### config.mk
export PLATFORM = sky130hd
export DESIGN_NAME = seq_mcycle_gen
export DESIGN_NICKNAME = d
export VERILOG_FILES = /design/src/rtl/seq_mcycle_gen.sv
export SDC_FILE = /design/constraint.sdc
export NUM_CORES = 1
export LEC_CHECK = 0
export ABC_AREA = 1
export BUFFER_PORTS_ARGS = -buffer_cell sky130_fd_sc_hd__clkbuf_2
export CORE_MARGIN = 3
export CORE_UTILIZATION = 55
export CTS_BUF_LIST = sky130_fd_sc_hd__clkbuf_8 sky130_fd_sc_hd__clkbuf_16
export CTS_CLUSTER_SIZE = 16
export DETAILED_ROUTE_END_ITERATION = 16
export GPL_TIMING_DRIVEN = 0
export PLACE_DENSITY = 0.88
export SYNTH_ARGS = -nofsm -noshare
export SYNTH_HDL_FRONTEND = slang
export SYNTH_SLANG_ARGS = --single-unit
### constraint.sdc
create_clock -name clk -period 4.5 [get_ports clk]
set_input_delay 1.125 -clock clk [delete_from_list [all_inputs] [get_ports clk]]
set_output_delay 1.125 -clock clk [all_outputs]
set_load 0.005 [all_outputs]
### src/rtl/seq_mcycle_gen.sv
// Machine-cycle sequencer: one-hot T-states, M-cycle index and registered #MREQ.
// Latency: start to T1 is one cycle; done pulses one cycle after the final T_N.
// Backpressure: stall holds the sequence in T_N; start is taken only in IDLE or at the final T_N.
module seq_mcycle_gen #(
    parameter int TSTATES = 4,
    parameter int MCW     = 3
) (
    input  logic               clk,
    input  logic               nres,
    input  logic               start,
    input  logic [MCW-1:0]     mlen,
    input  logic               mem_en,
    input  logic               stall,
    input  logic               abort,
    output logic [TSTATES-1:0] tstate,
    output logic [MCW-1:0]     mcycle,
    output logic               busy,
    output logic               last_m,
    output logic               done,
    output logic               nmreq
);

    typedef enum logic {IDLE, RUN} state_t;

    localparam logic [TSTATES-1:0] T1    = TSTATES'(1);
    localparam logic [MCW-1:0]     ONE_M = MCW'(1);

    state_t             state_q, state_d;
    logic [TSTATES-1:0] tstate_d;
    logic [MCW-1:0]     mcycle_d;
    logic [MCW-1:0]     len_q, len_d;
    logic               abort_q, abort_d;
    logic               busy_d, last_m_d, done_d, nmreq_d;

    logic               t_first, t_last;
    logic [MCW-1:0]     start_len;

    assign t_first   = tstate[0];
    assign t_last    = tstate[TSTATES-1];
    assign start_len = (mlen == '0) ? ONE_M : mlen;

    always_comb begin
        state_d  = state_q;
        tstate_d = tstate;
        mcycle_d = mcycle;
        len_d    = len_q;
        abort_d  = abort_q;
        done_d   = 1'b0;
        nmreq_d  = nmreq;
        case (state_q)
            IDLE: begin
                if (start) begin
                    state_d  = RUN;
                    tstate_d = T1;
                    mcycle_d = '0;
                    len_d    = start_len;
                    abort_d  = 1'b0;
                    nmreq_d  = 1'b1;
                end
            end
            RUN: begin
                if (abort) abort_d = 1'b1;
                if (!t_last) begin
                    tstate_d = {tstate[TSTATES-2:0], 1'b0};
                    // mem_en seen in T1 decides #MREQ for the rest of this M-cycle
                    if (t_first) nmreq_d = ~mem_en;
                end else if (!stall) begin
                    nmreq_d = 1'b1;
                    // abort arriving in the final T-state still ends after this M-cycle
                    if (last_m || abort) begin
                        done_d = 1'b1;
                        if (start) begin
                            tstate_d = T1;
                            mcycle_d = '0;
                            len_d    = start_len;
                            abort_d  = 1'b0;
                        end else begin
                            state_d  = IDLE;
                            tstate_d = '0;
                            mcycle_d = '0;
                            abort_d  = 1'b0;
                        end
                    end else begin
                        tstate_d = T1;
                        mcycle_d = mcycle + ONE_M;
                    end
                end
            end
            default: state_d = IDLE;
        endcase
        busy_d   = (state_d == RUN);
        last_m_d = busy_d && ((mcycle_d == len_d - ONE_M) || abort_d);
    end

    always_ff @(posedge clk or negedge nres) begin
        if (!nres) begin
            state_q <= IDLE;
            tstate  <= '0;
            mcycle  <= '0;
            len_q   <= '0;
            abort_q <= 1'b0;
            busy    <= 1'b0;
            last_m  <= 1'b0;
            done    <= 1'b0;
            nmreq   <= 1'b1;
        end else begin
            state_q <= state_d;
            tstate  <= tstate_d;
            mcycle  <= mcycle_d;
            len_q   <= len_d;
            abort_q <= abort_d;
            busy    <= busy_d;
            last_m  <= last_m_d;
            done    <= done_d;
            nmreq   <= nmreq_d;
        end
    end

endmodule

== After elaboration in Yosys (flattened, before gate mapping) ==
Cells that the tools add are included.

* Register bits: 15
* Bits in latches: 0
* Bits in writable memories: 0
* Memory bits (read-only): 0
* Input port bits: 9
* Word-level logic and storage cells: 60
* Memories: 0

* Add/sub/neg operators: 2
* Multiply operators: 0
* Divide/modulo/power cells: 0
* Order comparisons: 0
* Equal/unequal tests: 4
* Shift operators: 0
* Mux-type cells: 37
* Bitwise gates (word level): 2
* Reductions and logical operators: 6

{| class="wikitable"
|+ Operator list
! kind !! count
|-
| $mux 3 || 9
|-
| $mux 1 || 18
|-
| $mux 4 || 4
|-
| $pmux 3 s2 || 2
|-
| $pmux 4 s2 || 1
|-
| $ne 3x3->1 const B || 2
|-
| $pmux 1 s2 || 3
|-
| $add 3x1->3 const B || 1
|-
| $eq 3x3->1 || 1
|-
| $logic_not 3->1 || 1
|-
| $reduce_and 3->1 || 1
|-
| $sub 3x1->3 const B || 1
|-
| $logic_or 1x1->1 || 2
|-
| $ne 2x2->1 const B || 1
|-
| $not 1->1 || 2
|-
| $reduce_and 2->1 || 1
|-
| $logic_and 1x1->1 || 1
|}

== Logic depth before layout (Yosys ltp) ==
Gate-level depths: netlist (run 1).

* Depth after elaboration: 11
* Depth in mapped cells: 13
* Gate-level depth less buffers: 13

== Least setup slack after synthesis (run 1) ==
Ideal clock, no wire load.

* Kind: input-to-reg
* From: input stall
* To: register last_m
* Arrival: 2.359 ns
* Slack: 2.014 ns
* Stages: 12
* Buffers on the path: 0
* Path through: inv_1 nand2_2 nand2_4 nand3_2 or2_2 o21ai_0 ha_1 nand3b_1 nand2_1 nor2_2 nand3_2 a21oi_2

* Word-level cells in the longest chain between the ends: 7

{| class="wikitable"
|+ Ends and longest elaborated chain
! element !! RTL line !! text
|-
| start, declared || 13 || <nowiki>input logic stall,</nowiki>
|-
| $mux 3 || 67 || <nowiki>end else if (!stall) begin</nowiki>
|-
| $mux 3 || 63 || <nowiki>if (!t_last) begin</nowiki>
|-
| $pmux 3 s2 || 50 || <nowiki>case (state_q)</nowiki>
|-
| $sub 3x1->3 || 92 || <nowiki>last_m_d = busy_d && ((mcycle_d == len_d - ONE_M) || abort_d);</nowiki>
|-
| $eq 3x3->1 || 92 ||
|-
| $logic_or 1x1->1 || 92 ||
|-
| $logic_and 1x1->1 (*) || 92 ||
|-
| via last_m_d || 33 || <nowiki>logic busy_d, last_m_d, done_d, nmreq_d;</nowiki>
|-
| end signal, assigned || 113 || <nowiki>last_m <= last_m_d;</nowiki>
|-
| end, declared || 18 || <nowiki>output logic last_m,</nowiki>
|}

Mark *: on every way through the listed nets, which the timed path passes. The rest lies on a longest branch.
A chain may end at the register's enable or synchronous reset.

== Worst setup path in the final report (run 1) ==
* From: input abort
* To: register last_m

* Word-level cells in the longest chain between the ends: 9

{| class="wikitable"
|+ Ends and longest elaborated chain
! element !! RTL line !! text
|-
| start, declared || 14 || <nowiki>input logic abort,</nowiki>
|-
| $logic_or 1x1->1 || 70 || <nowiki>if (last_m || abort) begin</nowiki>
|-
| $mux 3 || 70 ||
|-
| $mux 3 || 67 ||
|-
| $mux 3 || 63 ||
|-
| $pmux 3 s2 || 50 ||
|-
| $sub 3x1->3 || 92 ||
|-
| $eq 3x3->1 || 92 ||
|-
| $logic_or 1x1->1 || 92 ||
|-
| $logic_and 1x1->1 (*) || 92 ||
|-
| via last_m_d || 33 ||
|}

Marked as above.

==> metrics.csv, run 1 <==
stage,metric,value,unit
cells_and_area,num-fill-cells,102,
job,drv_cap,0,
route,avgViaCountPerCell,5.479,
floorplan,fp.dieArea,2068,µm²
timing,rsz0062_at_grt,no,
placed_design,io_buffers,19,
logic_synthesis,yosys.cell_types.count,25,
critical_path,cp.required,4.67,ns
global_routing,grt_pass1_vias,703,
timing,slew_violations,0,
clocking,cts_hold_buf,0,
critical_path,crit_type,primary input to register,
critical_path,cp-startpoint,abort,
clocking,clock_path_buffers,2,
clocking,cts_resized,0,
route,drt_pass1_iterations,4,
run_status,status,finished clean,
logic_synthesis,yosys_register_bits,15,
cells_and_area,finalNetCount,141,
critical_path,cp_data_arrival_time,2.75,ns
logic_synthesis,synthCells,106,
logic_synthesis,syn_area_per_cell,8.086,µm²
clocking,tritoncts,done,
floorplan,die_h,45.48,µm
placed_design,postPlaceCellArea,970.9,µm²
route,wirelength,1.939,mm
logic_synthesis,yosysSeqAreaShare,43.94,%
cells_and_area,final_area,1016,µm²
logic_synthesis,yosysWarnings,0,
floorplan,io_pins,20,
timing,fin_skew,0.001059,ns
global_routing,grt.overflow.total,0,
route,vias,789,
timing,setup_viol,0,
critical_path,cp-end-kind,register,
floorplan,core,1383,µm²
global_routing,grt_max_degree,16,
critical_path,cp-start-kind,primary input,
clocking,cts_sinks,15,
timing,whs,0.5253,ns
global_routing,grt_antenna_before_repair,0,
power_and_ir_drop,power_density,620.3,nW/µm²
clocking,cts_setup_buffers,0,
floorplan,start_util,61.99,%
timing,timing.final.crit_period,2.582,ns
global_routing,grt_pass1_wl,3.084,mm
timing,setup-tns-final,0,ns
timing,finalCritPeriodShare,57.39,%
clocking,h-tree-depth,1,
power_and_ir_drop,p_total,0.6302,mW
timing,tightest_slew,0.4001,ns
cells_and_area,final_common_cell,nand2_1,
route,initialDrtViolationCount,55,
cells_and_area,fin_util,73.48,%
route,drt.antenna.violating_nets,0,
clocking,clkLatencyLatePin,0.25,ns
cells_and_area,drive_above_1_share,35.66,%
logic_synthesis,syn-cell-area,857.1,µm²
timing,hold_viol_final,0,
min_path,hold_class,register to register,
global_routing,global_route.usage.total,21.38,%
clocking,clkTransAtPathRegs,0.06,ns
timing,max_freq,387.2,MHz
power_and_ir_drop,p_leak,0.5551,nW
critical_path,cp_max_fo,5,
clocking,cts_inserted_buffers,3,
timing,maxSlewHeadroom,73.05,%
clocking,cts-root-buf,clkbuf_8,
logic_synthesis,synth_fp_nets,117,
floorplan,fp-row-count,13,
cells_and_area,layout_common_cells,"nand2_1, inv_1, clkbuf_2",
power_and_ir_drop,peakVddDrop,0.3144,mV
min_path,min_from,len_q[0],
placed_design,hpwl,1.457,mm
floorplan,fp.dieW,45.48,µm
critical_path,r2r_start,state_q,
cells_and_area,diodes,0,
cells_and_area,syn2layout_area_growth,18.54,%
placed_design,place.gp.congestion,0.8668,
route,route.detailed.drc,0,
route,wire_per_inst,13.47,µm
[metal layers]
metal	up-vias	routed length, µm	track usage [%]
met5	-	0	0
met2	32	963	35.93
met1	367	841	26.63
li1	385	-	-
met3	5	103	3.953
met4	0	31	8.772
[cells in the mapped netlist]
library cell  number  area share (%)
a21oi_1            2             1.2
a21oi_2            1             1.0
a31oi_1            1            0.73
buf_4              1            0.88
dfrtp_1           14              41
dfstp_2            1             3.1
ha_1               2             2.9
inv_1             18             7.9
inv_2              2            0.88
nand2_1           22             9.6
nand2_2           10             7.3
nand2_4            1             1.3
nand3_1            8             4.7
nand3_2            3             3.5
nand3b_1           1            0.88
nand4_1            2             1.5
nor2_1             3             1.3
nor2_2             3             2.2
nor2_4             1             1.3
nor3_1             1            0.58
o21a_1             1            0.88
o21ai_0            3             1.8
o21bai_1           1            0.88
o22ai_1            3             2.2
or2_2              1            0.73
[metrics by stage]
step / worst slack [ns] / std cells
global placement: 1.760 / 140
global route: 1.798 / 144
finish: 1.918 / 144
floorplan: 2.014 / 106
CTS: 1.917 / 144
detailed placement: 1.703 / 140
[report_power, final]
group	internal [mW]	switching, mW
clock network	0.0604	0.0450
logic	0.117	0.188
registers	0.187	0.0324
total	0.365	0.265
[layout make-up]
| class | count | area [µm²] | area share (%) |
|---|---|---|---|
| multi-input cells | 70 | 397.9 | 39.16 |
| plain buffers | 1 | 7.507 | 0.7389 |
| flip-flops and latches | 15 | 376.6 | 37.07 |
| inverters | 20 | 75.07 | 7.389 |
| clock inverters | 1 | 3.754 | 0.3695 |
| well taps | 15 | 18.77 | 1.847 |
| repair buffers | 19 | 95.09 | 9.360 |
| clock buffers | 3 | 41.29 | 4.064 |
[cell families (layout without fill, tap and decap cells)]
| group | after synthesis | count (layout) | synth area share (%) |
|---|---|---|---|
| flops | 15 | 15 | 43.94 |
| compound gates | 12 | 12 | 8.614 |
| buf+inv | 21 | 44 | 9.635 |
| fa+ha+maj | 2 | 2 | 2.919 |
| simple gates | 56 | 56 | 34.89 |
[registers in the layout, summed over array words and instances, names as in the netlist]
signal   flops
abort_q      1
done         1
last_m       1
len_q        3
mcycle       3
nmreq        1
state_q      1
tstate       4
[path summary, 6_finish.rpt]
| kind | end | slack, ns | cells past startpoint |
|---|---|---|---|
| hold / removal | len_q[0] | 0.53 | 2 |
| min in group asynchronous | tstate[2] | 0.78 | 1 |
| max in group asynchronous | nmreq | 3.41 | 1 |
| setup reg to reg | last_m | 2.46 | 11 |
| hold reg to reg | len_q[0] | 0.53 | 2 |
| setup / recovery | last_m | 1.92 | 12 |
[worst max-delay path, stage by stage]
cell and delay, ns:
clkbuf_2 0.10, nor2_2 0.23, nand2_2 0.10, nand3_2 0.10, or2_2 0.10, o21ai_0 0.11, ha_1 0.33, nand3b_1 0.11
nand2_1 0.07, nor2_2 0.13, nand3_2 0.09, a21oi_2 0.15
(Power assumes the default switching activity.)
==> run 2: changes to the inputs <==
--- a/config.mk
+++ b/config.mk
@@ -8,12 +8,12 @@
 export ABC_AREA = 1
 export BUFFER_PORTS_ARGS = -buffer_cell sky130_fd_sc_hd__clkbuf_2
 export CORE_MARGIN = 3
-export CORE_UTILIZATION = 55
+export CORE_UTILIZATION = 51
 export CTS_BUF_LIST = sky130_fd_sc_hd__clkbuf_8 sky130_fd_sc_hd__clkbuf_16
 export CTS_CLUSTER_SIZE = 16
 export DETAILED_ROUTE_END_ITERATION = 16
 export GPL_TIMING_DRIVEN = 0
-export PLACE_DENSITY = 0.88
+export PLACE_DENSITY = 0.83
 export SYNTH_ARGS = -nofsm -noshare
 export SYNTH_HDL_FRONTEND = slang
 export SYNTH_SLANG_ARGS = --single-unit
==> constraint.sdc (replaced) <==
create_clock -name clk -period 2.4 [get_ports clk]
set_input_delay 0.6 -clock clk [delete_from_list [all_inputs] [get_ports clk]]
set_output_delay 0.6 -clock clk [all_outputs]
set_load 0.005 [all_outputs]
==> run 2 against run 1 <==
Clock-buffer cell count unchanged. Sequential cell count unchanged. Register-to-register slack worse by 2.0 ns. Critical endpoint unchanged. Largest cell class unchanged. Combinational power up 79%. Total power up 85%. Clock skew up 0.0055 ns. Largest power group unchanged. Clock power up 98%. Non-clock buffer count unchanged.
==> metrics.csv, run 2 (synthesis gave the netlist of run 1 again) <==
stage,metric,value,unit
placed_design,hpwl,1.408,mm
cells_and_area,syn2layout_area_growth,18.83,%
critical_path,cp_num_buf_inv,2,
placed_design,io_buffers,19,
clocking,clock_path_buffers,2,
power_and_ir_drop,p_leak,0.5536,nW
timing,finalWorstSetupSlack,0.4291,ns
cells_and_area,largestRegisters,"tstate x4, len_q x3, mcycle x3",
critical_path,cp_max_fo,5,
power_and_ir_drop,clockPowerShare,17.8,%
critical_path,crit_end,last_m,
floorplan,start_util,55.60,%
route,vias,774,
floorplan,core,1541,µm²
floorplan,fp.dieW,47.00,µm
clocking,cts-root-buf,clkbuf_8,
power_and_ir_drop,p_seq_share,35.1,%
power_and_ir_drop,peakVddDrop,0.7109,mV
global_routing,global_route.usage.total,18.22,%
critical_path,path_cells,"clkbuf_2, nor2_2, nand2_2, nand3_2, nand2_1, nand2_1, inv_1, ha_1, nand3b_1, nand2_1, nor2_2, nand3_2, a21oi_2",
timing,rsz0062_at_grt,no,
clocking,clkTransAtPathRegs,0.07,ns
critical_path,r2r_cells,11,
critical_path,crit_family,simple AND/OR/NAND/NOR gates,
cells_and_area,drive_above_1_share,36.43,%
timing,setup_viol,0,
placed_design,dp_slack,0.1652,ns
route,avgViaCountPerCell,5.338,
critical_path,cp-start-kind,primary input,
timing,max_freq,507.4,MHz
timing,slew_violations,0,
critical_path,cp-startpoint,abort,
power_and_ir_drop,switching_power,0.4783,mW
route,route.detailed.drc,0,
cells_and_area,num-fill-cells,131,
power_and_ir_drop,combPwrFrac,47.0,%
route,wirelength,1.782,mm
timing,maxSlewHeadroom,74.66,%
placed_design,place.gp.congestion,0.8120,
cells_and_area,diodes,0,
cells_and_area,final_common_cell,nand2_1,
global_routing,grt_pass1_wl,2.794,mm
power_and_ir_drop,switching_share,41.13,%
critical_path,r2r_start,state_q,
route,wire_per_inst,12.29,µm
clocking,h-tree-depth,1,
timing,finalCritPeriodShare,82.12,%
critical_path,critPathSlowestCell,ha_1,
run_status,status,finished clean,
timing,tightest_slew,0.3802,ns
cells_and_area,largest_register_ffs,4,
timing,hold_viol_final,0,
route,drt_pass1_iterations,4,
critical_path,cp-end-kind,register,
min_path,hold_class,primary input to async pin,
critical_path,cp_data_arrival_time,2.16,ns
floorplan,fp.dieArea,2209,µm²
clocking,cts_sinks,15,
timing,fin_skew,0.006570,ns
power_and_ir_drop,internal_power,0.6846,mW
critical_path,cp.required,2.58,ns
critical_path,slowest_delay,0.28,ns
global_routing,grt_max_degree,16,
critical_path,crit_type,primary input to register,
job,drv_cap,0,
global_routing,grt.overflow.total,0,
floorplan,io_pins,20,
clocking,tritoncts,done,
clocking,cts_setup_buffers,0,
critical_path,critPathMostFrequentCell,nand2_1,
power_and_ir_drop,power_density,1142,nW/µm²
clocking,cts_resized,0,
route,drt.antenna.violating_nets,0,
floorplan,fp-row-count,14,
route,initialDrtViolationCount,17,
timing,setup-tns-final,0,ns
cells_and_area,finalNetCount,141,
floorplan,die_h,47.00,µm
critical_path,r2r-end,last_m,
cells_and_area,layout_common_cells,"nand2_1, clkbuf_2, inv_1",
timing,timing.final.crit_period,1.971,ns
clocking,clkLatencyLatePin,0.25,ns
clocking,cts_inserted_buffers,3,
global_routing,grt_antenna_before_repair,0,
critical_path,cp.depth,13,
critical_path,r2r_setup_slack,0.45,ns
cells_and_area,top_register,tstate,
clocking,cts_hold_buf,0,
global_routing,grt_pass1_vias,676,
run 2: worst min path at each step:
stage	start	end	slack (ns)
6_report	nres	len_q[1]	0.26
5_1_grt	nres	tstate[0]	0.28
4_1_cts	nres	abort_q	0.27
3_5_place_dp	len_q[1]	len_q[1]	0.51
3_3_place_gp	len_q[1]	len_q[1]	0.50
2_1_floorplan	nres	abort_q	0.30
run 2: power by group through the flow:
stage	logic (mW)	clock network [mW]	registers, mW
floorplan	0.387	0	0.412
global placement	0.520	0	0.409
detailed placement	0.541	0	0.414
CTS	0.545	0.211	0.409
global route	0.619	0.219	0.420
finish	0.547	0.208	0.408
run 2: per-layer routing:
layer  GRT usage [%]  share of wire, %  up-vias
met3           2.682               6.6        5
li1                -                 -      380
met4           8.287               2.0        0
met5               0                 0        -
met1           21.33                42      361
met2           32.52                49       28
run 2: final cells by class:
class                           instances  area, µm²  area share, %
Inverter                               20      75.07          7.371
Clock inverter                          1      5.005         0.4914
Timing Repair Buffer                   19      95.09          9.337
Buffer                                  1      7.507         0.7371
Multi-Input combinational cell         70      397.9          39.07
Clock buffer                            3      41.29          4.054
Tap cell                               16      20.02          1.966
Sequential cell                        15      376.6          36.98
run 2: per-stage QoR:
stage               total power, mW  std cells  utilization (%)  hold WS, ns  area [µm²]
floorplan                    0.7990        106                -       0.3044       857.1
global placement             0.9281        141            63.07       0.5046       972.2
detailed placement           0.9552        141            63.07       0.5098       972.2
CTS                           1.166        145            66.07       0.2657        1018
global route                  1.258        145            66.07       0.2770        1018
finish                        1.163        145            66.07       0.2550        1018
==> run 3: changes to the inputs <==
--- a/config.mk
+++ b/config.mk
@@ -5,15 +5,15 @@
 export SDC_FILE = /design/constraint.sdc
 export NUM_CORES = 1
 export LEC_CHECK = 0
-export ABC_AREA = 1
+export ABC_AREA = 0
 export BUFFER_PORTS_ARGS = -buffer_cell sky130_fd_sc_hd__clkbuf_2
 export CORE_MARGIN = 3
-export CORE_UTILIZATION = 51
+export CORE_UTILIZATION = 46
 export CTS_BUF_LIST = sky130_fd_sc_hd__clkbuf_8 sky130_fd_sc_hd__clkbuf_16
 export CTS_CLUSTER_SIZE = 16
 export DETAILED_ROUTE_END_ITERATION = 16
 export GPL_TIMING_DRIVEN = 0
-export PLACE_DENSITY = 0.83
+export PLACE_DENSITY = 0.8
 export SYNTH_ARGS = -nofsm -noshare
 export SYNTH_HDL_FRONTEND = slang
 export SYNTH_SLANG_ARGS = --single-unit
==> constraint.sdc (replaced) <==
create_clock -name clk -period 1.8 [get_ports clk]
set_input_delay 0.45 -clock clk [delete_from_list [all_inputs] [get_ports clk]]
set_output_delay 0.45 -clock clk [all_outputs]
set_load 0.005 [all_outputs]
==> run 3 against run 2 <==
The flow now finishes with violations (negative setup slack). Sequential share of layout area decreased by 4.8 points. Clock-buffer cell count stayed put. Critical endpoint unchanged. Largest power group unchanged. Largest cell class unchanged. Worst setup slack worse by 0.96 ns.
==> metrics.csv, run 3 <==
stage,metric,value,unit
timing,fin_skew,0.0007496,ns
power_and_ir_drop,switching_power,0.7547,mW
timing,max_freq,428.7,MHz
timing,timing.final.crit_period,2.333,ns
power_and_ir_drop,power_density,1631,nW/µm²
power_and_ir_drop,switching_share,39.43,%
cells_and_area,finalNetCount,138,
cells_and_area,drive_above_1_share,39.68,%
clocking,cts_hold_buf,0,
floorplan,die_h,48.82,µm
critical_path,cp.required,1.94,ns
logic_synthesis,synthCells,90,
logic_synthesis,syn_area_per_cell,9.370,µm²
timing,rsz0062_at_grt,yes,
route,wire_per_inst,14.35,µm
logic_synthesis,yosys_register_bits,15,
logic_synthesis,yosysTopAreaCellShare,41.54,%
floorplan,io_pins,20,
clocking,cts-root-buf,clkbuf_8,
route,initialDrtViolationCount,18,
clocking,tritoncts,done,
critical_path,crit_type,register to register,
logic_synthesis,synth-async-reset-ratio,100.0,%
logic_synthesis,syn-cell-area,843.3,µm²
floorplan,fp.dieArea,2383,µm²
logic_synthesis,yosysTopAreaCell,dfrtp_1,
cells_and_area,largest_register_ffs,4,
timing,hold_viol_final,0,
clocking,clkTransAtPathRegs,0.06,ns
global_routing,grt_max_degree,16,
logic_synthesis,yosys.cell_types.count,38,
power_and_ir_drop,p_seq_share,32.7,%
timing,setup_viol,1,
timing,maxSlewHeadroom,69.56,%
cells_and_area,diodes,0,
logic_synthesis,ys.flop_type,dfrtp_1,
placed_design,postPlaceCellArea,983.4,µm²
min_path,hold_class,primary input to async pin,
global_routing,grt_pass1_wl,3.491,mm
floorplan,core,1612,µm²
placed_design,io_buffers,19,
power_and_ir_drop,p_leak,0.5567,nW
logic_synthesis,synth.most_common_cell,dfrtp_1,
placed_design,place.gp.congestion,0.7846,
cells_and_area,top_register,tstate,
power_and_ir_drop,peakVddDrop,1.012,mV
run_status,status,finished with violations,
floorplan,fp-row-count,14,
cells_and_area,num-fill-cells,127,
critical_path,cp_data_arrival_time,2.47,ns
job,drv_cap,0,
timing,slew_violations,0,
route,vias,805,
timing,whs,0.1123,ns
clocking,cts_sinks,15,
logic_synthesis,synth_fp_nets,101,
floorplan,fp.dieW,48.82,µm
critical_path,cp-end-kind,register,
critical_path,cp_max_fo,6,
cells_and_area,final_area,1174,µm²
floorplan,start_util,52.33,%
cells_and_area,final_common_cell,clkbuf_2,
run_status,violations,negative setup slack,
timing,tightest_slew,0.4566,ns
clocking,cts_inserted_buffers,3,
power_and_ir_drop,clockPowerShare,13.4,%
global_routing,grt.overflow.total,0,
critical_path,cp-start-kind,register,
logic_synthesis,yosysSeqAreaShare,44.66,%
cells_and_area,fin_util,72.83,%
power_and_ir_drop,internal_power,1.160,mW
cells_and_area,syn2layout_area_growth,39.17,%
route,wirelength,2.153,mm
logic_synthesis,synth_commonest_cells,"dfrtp_1, nand2_1, inv_1",
route,drt_pass1_iterations,4,
route,drt.antenna.violating_nets,0,
clocking,clock_path_buffers,2,
route,route.detailed.drc,0,
global_routing,global_route.usage.total,18.74,%
clocking,clkLatencyLatePin,0.24,ns
logic_synthesis,synth-edff-count,0,
clocking,h-tree-depth,1,
global_routing,grt_antenna_before_repair,0,
logic_synthesis,yosysWarnings,0,
global_routing,grt_pass1_vias,773,
timing,finalWorstSetupSlack,-0.5328,ns
placed_design,hpwl,1.362,mm
timing,finalCritPeriodShare,129.6,%
logic_synthesis,ys_top_cells_by_area,"dfrtp_1, nand2_1, inv_1, dfstp_2, a21oi_1",
route,avgViaCountPerCell,5.367,
power_and_ir_drop,combPwrFrac,53.9,%
timing,setup-tns-final,-0.5328,ns
cells_and_area,largestRegisters,"tstate x4, len_q x3, mcycle x3",
cells_and_area,layout_common_cells,"clkbuf_2, buf_4, dfrtp_1",
run 3: changes by cell type after synthesis, sizes merged, moves of 3 or more:
cell	delta
nand2	-24
inv	-11
nand3	-7
nand2b	+3
o21ai	+3
o22ai	-3
run 3: cell type report:
cell class              count  area (µm²)  area share, %
multi-input cells          64       483.0          41.15
clock buffers               3       41.29          3.518
well taps                  24       30.03          2.559
flip-flops and latches     15       377.9          32.20
plain buffers               2       11.26         0.9595
clock inverters             1       3.754         0.3198
inverters                   9       33.78          2.878
repair buffers             32       192.7          16.42
run 3: what timing repair did:
item	in CTS	in global routing
resized for setup	5	4
endpoints found under the setup margin	1	1
buffers inserted	9	4
pin swaps	3	3
run 3: per-layer routing:
| metal | global-route usage, % | vias to the layer above | share of wire, % |
|---|---|---|---|
| li1 | - | 396 | - |
| met1 | 24.47 | 381 | 46 |
| met2 | 28.96 | 24 | 47 |
| met3 | 5.199 | 4 | 4.7 |
| met4 | 8.057 | 0 | 1.6 |
| met5 | 0 | - | 0 |
run 3: cell families (layout without fill, tap and decap cells):
logic type / after synthesis / in the layout / share of synthesized area, %
AND/OR/NAND/NOR: 32 / 32 / 19.14
AO/OA/AOI/OAI: 24 / 24 / 20.92
flip-flops: 15 / 15 / 44.66
buffers and inverters: 11 / 47 / 5.043
XOR/XNOR: 3 / 3 / 3.116
multiplexers: 3 / 3 / 4.154
adder cells (fa/ha/maj): 2 / 2 / 2.967
run 3: path summary, 6_finish.rpt:
kind                           start      end  slack [ns]  cells after the start
max                        tstate[3]   last_m       -0.53                     11
max reg2reg                tstate[3]   last_m       -0.53                     11
min                             nres   last_m        0.11                      1
min in group clk              mem_en    nmreq        0.34                      2
min reg2reg                  abort_q  abort_q        0.51                      2
max in group asynchronous       nres    nmreq        1.38                      1
run 3: power by group through the flow:
stage / clock network [mW] / registers, mW / logic, mW
after floorplan: 0 / 0.614 / 0.527
after global placement: 0 / 0.617 / 0.728
after detailed placement: 0 / 0.627 / 0.754
after CTS: 0.267 / 0.622 / 0.939
after global routing: 0.279 / 0.651 / 1.13
final: 0.257 / 0.626 / 1.03
run 3: through the flow:
step           instances  setup slack (ns)  total power [mW]
3_5_place_dp         133           -0.9422             1.381
6_report             150           -0.5328             1.914
3_3_place_gp         133           -0.8627             1.346
5_1_grt              150           -0.6391             2.060
4_1_cts              146           -0.5670             1.828
2_1_floorplan         90           -0.5797             1.141
run 3: critical path: stages, from the launching register on:
cell,delay (ns)
dfrtp_2,0.44
nand2b_4,0.12
o21ai_4,0.08
nand2_4,0.11
mux2i_4,0.27
ha_4,0.17
inv_2,0.05
or3_1,0.30
a211o_1,0.26
nand4_1,0.12
xor2_1,0.09
o41ai_2,0.22
